### config.mk
export PLATFORM = sky130hd
export DESIGN_NAME = if_stage
export DESIGN_NICKNAME = d
export VERILOG_FILES = /design/src/rtl/if_stage.sv
export SDC_FILE = /design/constraint.sdc
export NUM_CORES = 1
export LEC_CHECK = 0
export BUFFER_PORTS_ARGS = -buffer_cell sky130_fd_sc_hd__buf_2
export CORE_ASPECT_RATIO = 1.25
export CORE_MARGIN = 3
export CORE_UTILIZATION = 44
export DETAILED_ROUTE_END_ITERATION = 7
export PLACE_DENSITY = 0.82
export SETUP_SLACK_MARGIN = 0.15
export SLEW_MARGIN = 15
export SYNTH_ARGS = -nofsm -noshare
export SYNTH_HDL_FRONTEND = slang
export SYNTH_SLANG_ARGS = --single-unit
### constraint.sdc
create_clock -name clk_i -period 3 [get_ports clk_i]
set_input_delay 0.6 -clock clk_i [delete_from_list [all_inputs] [get_ports clk_i]]
set_output_delay 0.6 -clock clk_i [all_outputs]
set_load 0.05 [all_outputs]
### src/rtl/if_stage.sv
// Instruction-fetch stage: owns the PC, addresses instruction memory and
// fills the IF/ID pipeline register. Supports stall, redirect (jump/branch),
// flush, a start gate out of IDLE and a terminal HALT on the halt word.
//
// Handshake note: there is no valid/ready pair on this block. stall_i is a
// plain hold-enable from the hazard unit, and ifid_valid_o marks a real
// instruction in IF/ID (0 = bubble, meaning instruction 0 and PC+4 0).
module if_stage #(
    parameter logic [31:0] RESET_PC   = 32'h0000_0000,
    parameter logic [31:0] HALT_INSTR = 32'hFFFF_FFFF
) (
    input  logic        clk_i,
    input  logic        rst_ni,
    input  logic        start_i,
    input  logic        stall_i,
    input  logic        flush_i,
    input  logic        branch_taken_i,
    input  logic [31:0] branch_target_i,
    input  logic        jump_i,
    input  logic [31:0] jump_target_i,
    input  logic [31:0] instruction_i,
    output logic [31:0] instr_address_o,
    output logic [31:0] ifid_instruction_o,
    output logic [31:0] ifid_pcplus4_o,
    output logic        ifid_valid_o,
    output logic [31:0] fetch_count_o,
    output logic        halted_o,
    output logic [1:0]  state_o
);

    typedef enum logic [1:0] {
        S_IDLE = 2'd0,
        S_RUN  = 2'd1,
        S_HALT = 2'd2
    } state_t;

    state_t      state_q;
    logic [31:0] pc_q;
    logic [31:0] ifid_instr_q;
    logic [31:0] ifid_pcp4_q;
    logic        ifid_valid_q;
    logic [31:0] fetch_cnt_q;
    logic        halted_q;

    logic [31:0] pc_inc_d;
    logic        redirect_d;
    logic [31:0] redirect_pc_d;
    logic        is_halt_word_d;

    // Sequential PC, redirect target (jump wins, word aligned) and halt decode.
    always_comb begin
        pc_inc_d       = pc_q + 32'd4;
        redirect_d     = jump_i | branch_taken_i;
        redirect_pc_d  = (jump_i ? jump_target_i : branch_target_i) & ~32'd3;
        is_halt_word_d = (instruction_i == HALT_INSTR);
    end

    // Fetch FSM: PC, IF/ID register, fetch counter and halt flag.
    always_ff @(posedge clk_i or negedge rst_ni) begin
        if (!rst_ni) begin
            state_q      <= S_IDLE;
            pc_q         <= RESET_PC;
            ifid_instr_q <= 32'd0;
            ifid_pcp4_q  <= 32'd0;
            ifid_valid_q <= 1'b0;
            fetch_cnt_q  <= 32'd0;
            halted_q     <= 1'b0;
        end else begin
            case (state_q)
                S_IDLE: begin
                    // Start only opens the gate; the first capture is one edge later.
                    pc_q         <= RESET_PC;
                    ifid_instr_q <= 32'd0;
                    ifid_pcp4_q  <= 32'd0;
                    ifid_valid_q <= 1'b0;
                    if (start_i) begin
                        state_q <= S_RUN;
                    end
                end
                S_RUN: begin
                    if (redirect_d) begin
                        // Redirect overrides a stall: the wrong-path word is dropped.
                        pc_q         <= redirect_pc_d;
                        ifid_instr_q <= 32'd0;
                        ifid_pcp4_q  <= 32'd0;
                        ifid_valid_q <= 1'b0;
                    end else if (flush_i) begin
                        pc_q         <= pc_inc_d;
                        ifid_instr_q <= 32'd0;
                        ifid_pcp4_q  <= 32'd0;
                        ifid_valid_q <= 1'b0;
                    end else if (stall_i) begin
                        // Hold everything; nothing is lost across repeated stalls.
                        pc_q <= pc_q;
                    end else if (is_halt_word_d) begin
                        // The halt word never enters the pipeline.
                        state_q      <= S_HALT;
                        halted_q     <= 1'b1;
                        ifid_instr_q <= 32'd0;
                        ifid_pcp4_q  <= 32'd0;
                        ifid_valid_q <= 1'b0;
                    end else begin
                        ifid_instr_q <= instruction_i;
                        ifid_pcp4_q  <= pc_inc_d;
                        ifid_valid_q <= 1'b1;
                        pc_q         <= pc_inc_d;
                        fetch_cnt_q  <= fetch_cnt_q + 32'd1;
                    end
                end
                S_HALT: begin
                    // Terminal until reset; all other inputs are ignored.
                    halted_q     <= 1'b1;
                    ifid_instr_q <= 32'd0;
                    ifid_pcp4_q  <= 32'd0;
                    ifid_valid_q <= 1'b0;
                end
                default: begin
                    state_q <= S_IDLE;
                end
            endcase
        end
    end

    assign instr_address_o    = pc_q;
    assign ifid_instruction_o = ifid_instr_q;
    assign ifid_pcplus4_o     = ifid_pcp4_q;
    assign ifid_valid_o       = ifid_valid_q;
    assign fetch_count_o      = fetch_cnt_q;
    assign halted_o           = halted_q;
    assign state_o            = state_q;

endmodule

==> results by group <==
Layout
  • Fillcell total: 1169
  • Layout Cells excl Fill: 1052
  • Ratio of cells with drive above 1 in the final layout: 0.3455
  • Fin nets: 970
  • P&R area growth vs syn: 33.62%
  • Diode count: 0

GRT
  • Met3 usage: 0.04797
  • Met2 GRT Util: 0.4207
  • Vias in the first global route: between 5000 and 6000
  • Largest net degree at the start of global routing: 57
  • Total gr overflow: 0
  • GR Util met1: 0.3022
  • Initial antenna violation count: 0
  • Global Route Usage Sum: 0.2440
  • Global route hottest layer: met2
  • First-pass GRT wire length: ~31000 um

Timing
  • Rel. slew slack: 0.3780
  • Final min period: 2.544 ns
  • Post-Route Skew: 0.007486 ns
  • Least-Margin Pin Slew: about 0.93 ns
  • Final Setup Violations: 0
  • Period utilization: 0.8479
  • Setup TNS: 0 ns
  • Final hold vios: 0
  • Worst setup margin: 0.4564 ns
  • RSZ-0062 raised after global routing: false
  • Fmax: 393.1 MHz
  • Count of pins over their slew limit: 0

Worst setup path
  • Max FO, Critical Path: 9
  • Endpoint type of the worst setup path: flop
  • Critical Path Source Type: flop
  • R2r setup slk: 0.46 ns
  • Worst setup path start: instr_address_o[2]$_DFFE_PN0P_
  • Reg2reg start: instr_address_o[2]$_DFFE_PN0P_
  • RR Endpoint: instr_address_o[28]$_DFFE_PN0P_
  • Crit Path Category: flop to flop
  • CP arrival: about 2.8 ns
  • CP required: 3.28 ns
  • Reg2Reg Depth: 7

Clock tree
  • Worst-Skew Late Latency: roughly 0.42 ns
  • Post-cts resize count: 0
  • Hold buffers post-CTS: 0
  • Worst-path clk slew: roughly 0.060 ns
  • CTS root buffer: clkbuf_16
  • CTS buffer count: 17
  • TritonCTS Sinks: 129
  • Setup Fix Bufs, Post-CTS: 0
  • H-tree depth: 4
  • Clock Path Buffers: 2
  • CTS tree: yes

Pwr
  • Switching pwr: roughly 1.5 mW
  • Switching share of power: 0.2920
  • Tot Pwr: 5.297 mW
  • Worst VDD drop: 419.8 uV
  • Comb power frac: 0.181
  • Clock Power Share: 0.448
  • Leak: 4.241 nW
  • Int Power: ~3.7 mW
  • Part of the power in registers: 0.371
  • Pwr dens: 625.5 nW/um^2

Detailed routing
  • Mean number of vias per cell: 5.754
  • Final ANT Viol Nets: 0
  • Pre-Repair DR Iteration Count: 4
  • Post-DR wirelength/cell: 18.12 um
  • DR DRC count: 0
  • Total Wirelength: 19060 um
  • DR vias: 6053
  • 1st-iter DRT viols: 412

Yosys
  • Dominant register cell in the synthesized netlist: dfrtp_1
  • Synth Warn #: 0
  • Unique masters post-synth: 61
  • Mapped Area: 6337 sq um
  • Post-synthesis sequential area ratio: 0.5094
  • Yosys reg bits: between 100 and 150
  • Syn avg cell area: 10.04 sq um
  • Synth Instances: 631
  • Post-synthesis async set-or-reset flop share: 1.000
  • Number of synthesized flops with an enable pin: 0

Floorplan
  • DIE HEIGHT: approximately 140 um
  • Initial Util: 0.4548
  • Placement row count: between 40 and 50
  • Io pins: roughly 240
  • CORE AREA: 13930 sq um
  • DIE AREA: 15890 sq um
  • Die Width: around 110 um

Placed design
  • Setup slack at placement: 0.2283 ns
  • DP HPWL: 13940 um
  • Dpl cells: 1021
  • I/O Buffers: 228
  • GPL Wtd Cong: around 0.84

Min path
  • Min-delay worst type: input port to async pin

Run
  • Max_cap viols: 0

Outcome
  • Status: complete, no violations
-- layout make-up --
type	instances	area, sq um	share of cell area
Tap cell	175	219.0	0.02586
Inverter	22	82.58	0.009752
Multi-Input combinational cell	443	2885	0.3407
Sequential cell	129	3228	0.3812
Clock inverter	9	201.4	0.02379
Timing Repair Buffer	252	1378	0.1627
Clock buffer	22	474.2	0.05600
-- synthesized netlist by cell type (4+ instances only) --
cell,n,share of area
o21ai_0,45,0.036
and3_1,13,0.013
o31ai_1,10,0.012
nor2_1,30,0.018
nor3_1,5,0.0039
nand4_1,19,0.019
o22ai_1,21,0.021
buf_4,4,0.0047
a22o_1,40,0.055
o22a_1,4,0.0055
a31oi_1,9,0.0089
or3_1,4,0.0039
clkbuf_1,21,0.012
a21oi_1,20,0.016
xnor2_1,45,0.062
dfrtp_1,129,0.51
and4_1,7,0.0097
nor4_1,7,0.0069
a221o_1,4,0.0063
buf_2,10,0.0079
a21o_1,5,0.0059
and2_1,5,0.0049
nand3_1,20,0.016
xor2_1,13,0.018
nand2_1,63,0.037
inv_1,21,0.012
-- worst max-delay path, cell delays in order (launching register included) --
cell,delay [ns]
dfrtp_1,0.42
ha_1,0.31
and3_1,0.26
nand3_2,0.24
nor4_2,0.62
nand3_1,0.22
a31oi_1,0.21
o32ai_1,0.12
-- per-stage QoR --
stage,hold WS [ns],instance area (sq um),util
finish,0.1449,8468,0.6078
global route,0.1721,8468,0.6078
CTS,0.1509,8462,0.6073
detailed placement,0.4537,7786,0.5588
global placement,0.4515,7786,0.5588
floorplan,0.3044,6341,-
-- registers in the layout, indices dropped and copies added (netlist names) --
name	cells
halted_o	1
fetch_count_o	32
ifid_pcplus4_o	31
ifid_instruction_o	32
state_o	2
ifid_valid_o	1
instr_address_o	30
-- cells by family (layout without fill, tap and decap cells) --
family	after synthesis	after routing	share of synthesized area
xor gates and xnor gates	58	58	0.08016
AOI/OAI and AO/OA	183	183	0.2004
and+or+nand+nor	196	196	0.1625
muxes	2	2	0.003159
buffers and inverters	60	305	0.03988
DFF	129	129	0.5094
other	1	2	0.0005917
adders and majority gates	2	2	0.003948
-- worst max-delay path by stage --
| stage | endpoint | slack [ns] | depth (start not counted) |
|---|---|---|---|
| after floorplan | instr_address_o[26]$_DFFE_PN0P_ | 0.50 | 7 |
| after global placement | instr_address_o[24]$_DFFE_PN0P_ | 0.36 | 7 |
| after detailed placement | instr_address_o[26]$_DFFE_PN0P_ | 0.23 | 7 |
| after CTS | instr_address_o[28]$_DFFE_PN0P_ | 0.49 | 7 |
| after global routing | instr_address_o[28]$_DFFE_PN0P_ | 0.33 | 7 |
| final | instr_address_o[28]$_DFFE_PN0P_ | 0.46 | 7 |
-- per-layer routing --
| metal | routed length [um] | share of wire | up-vias |
|---|---|---|---|
| li1 | - | - | 2781 |
| met1 | 7533 | 0.40 | 2944 |
| met2 | 9733 | 0.51 | 290 |
| met3 | 1369 | 0.072 | 38 |
| met4 | 421 | 0.022 | 0 |
| met5 | 0 | 0 | - |
-- power groups by stage --
stage | clock network, mW | logic, mW | registers [mW]
2_1_floorplan | 0 | 0.321 | 2.30
3_3_place_gp | 0 | 0.947 | 1.99
3_5_place_dp | 0 | 0.959 | 1.99
4_1_cts | 2.40 | 0.963 | 1.97
5_1_grt | 2.48 | 1.03 | 1.98
6_report | 2.37 | 0.958 | 1.97
-- layout by cell type (no fill, tap or decap), types with 21 or more instances in the layout --
cell / synthesis / layout
o21ai_0: 45 / 45
o22ai_1: 21 / 21
nor2_1: 30 / 30
buf_2: 10 / 227
dfrtp_1: 129 / 129
inv_1: 21 / 21
nand2_1: 63 / 63
a22o_1: 40 / 40
xnor2_1: 45 / 45
Power figures use the tool's default switching activity.
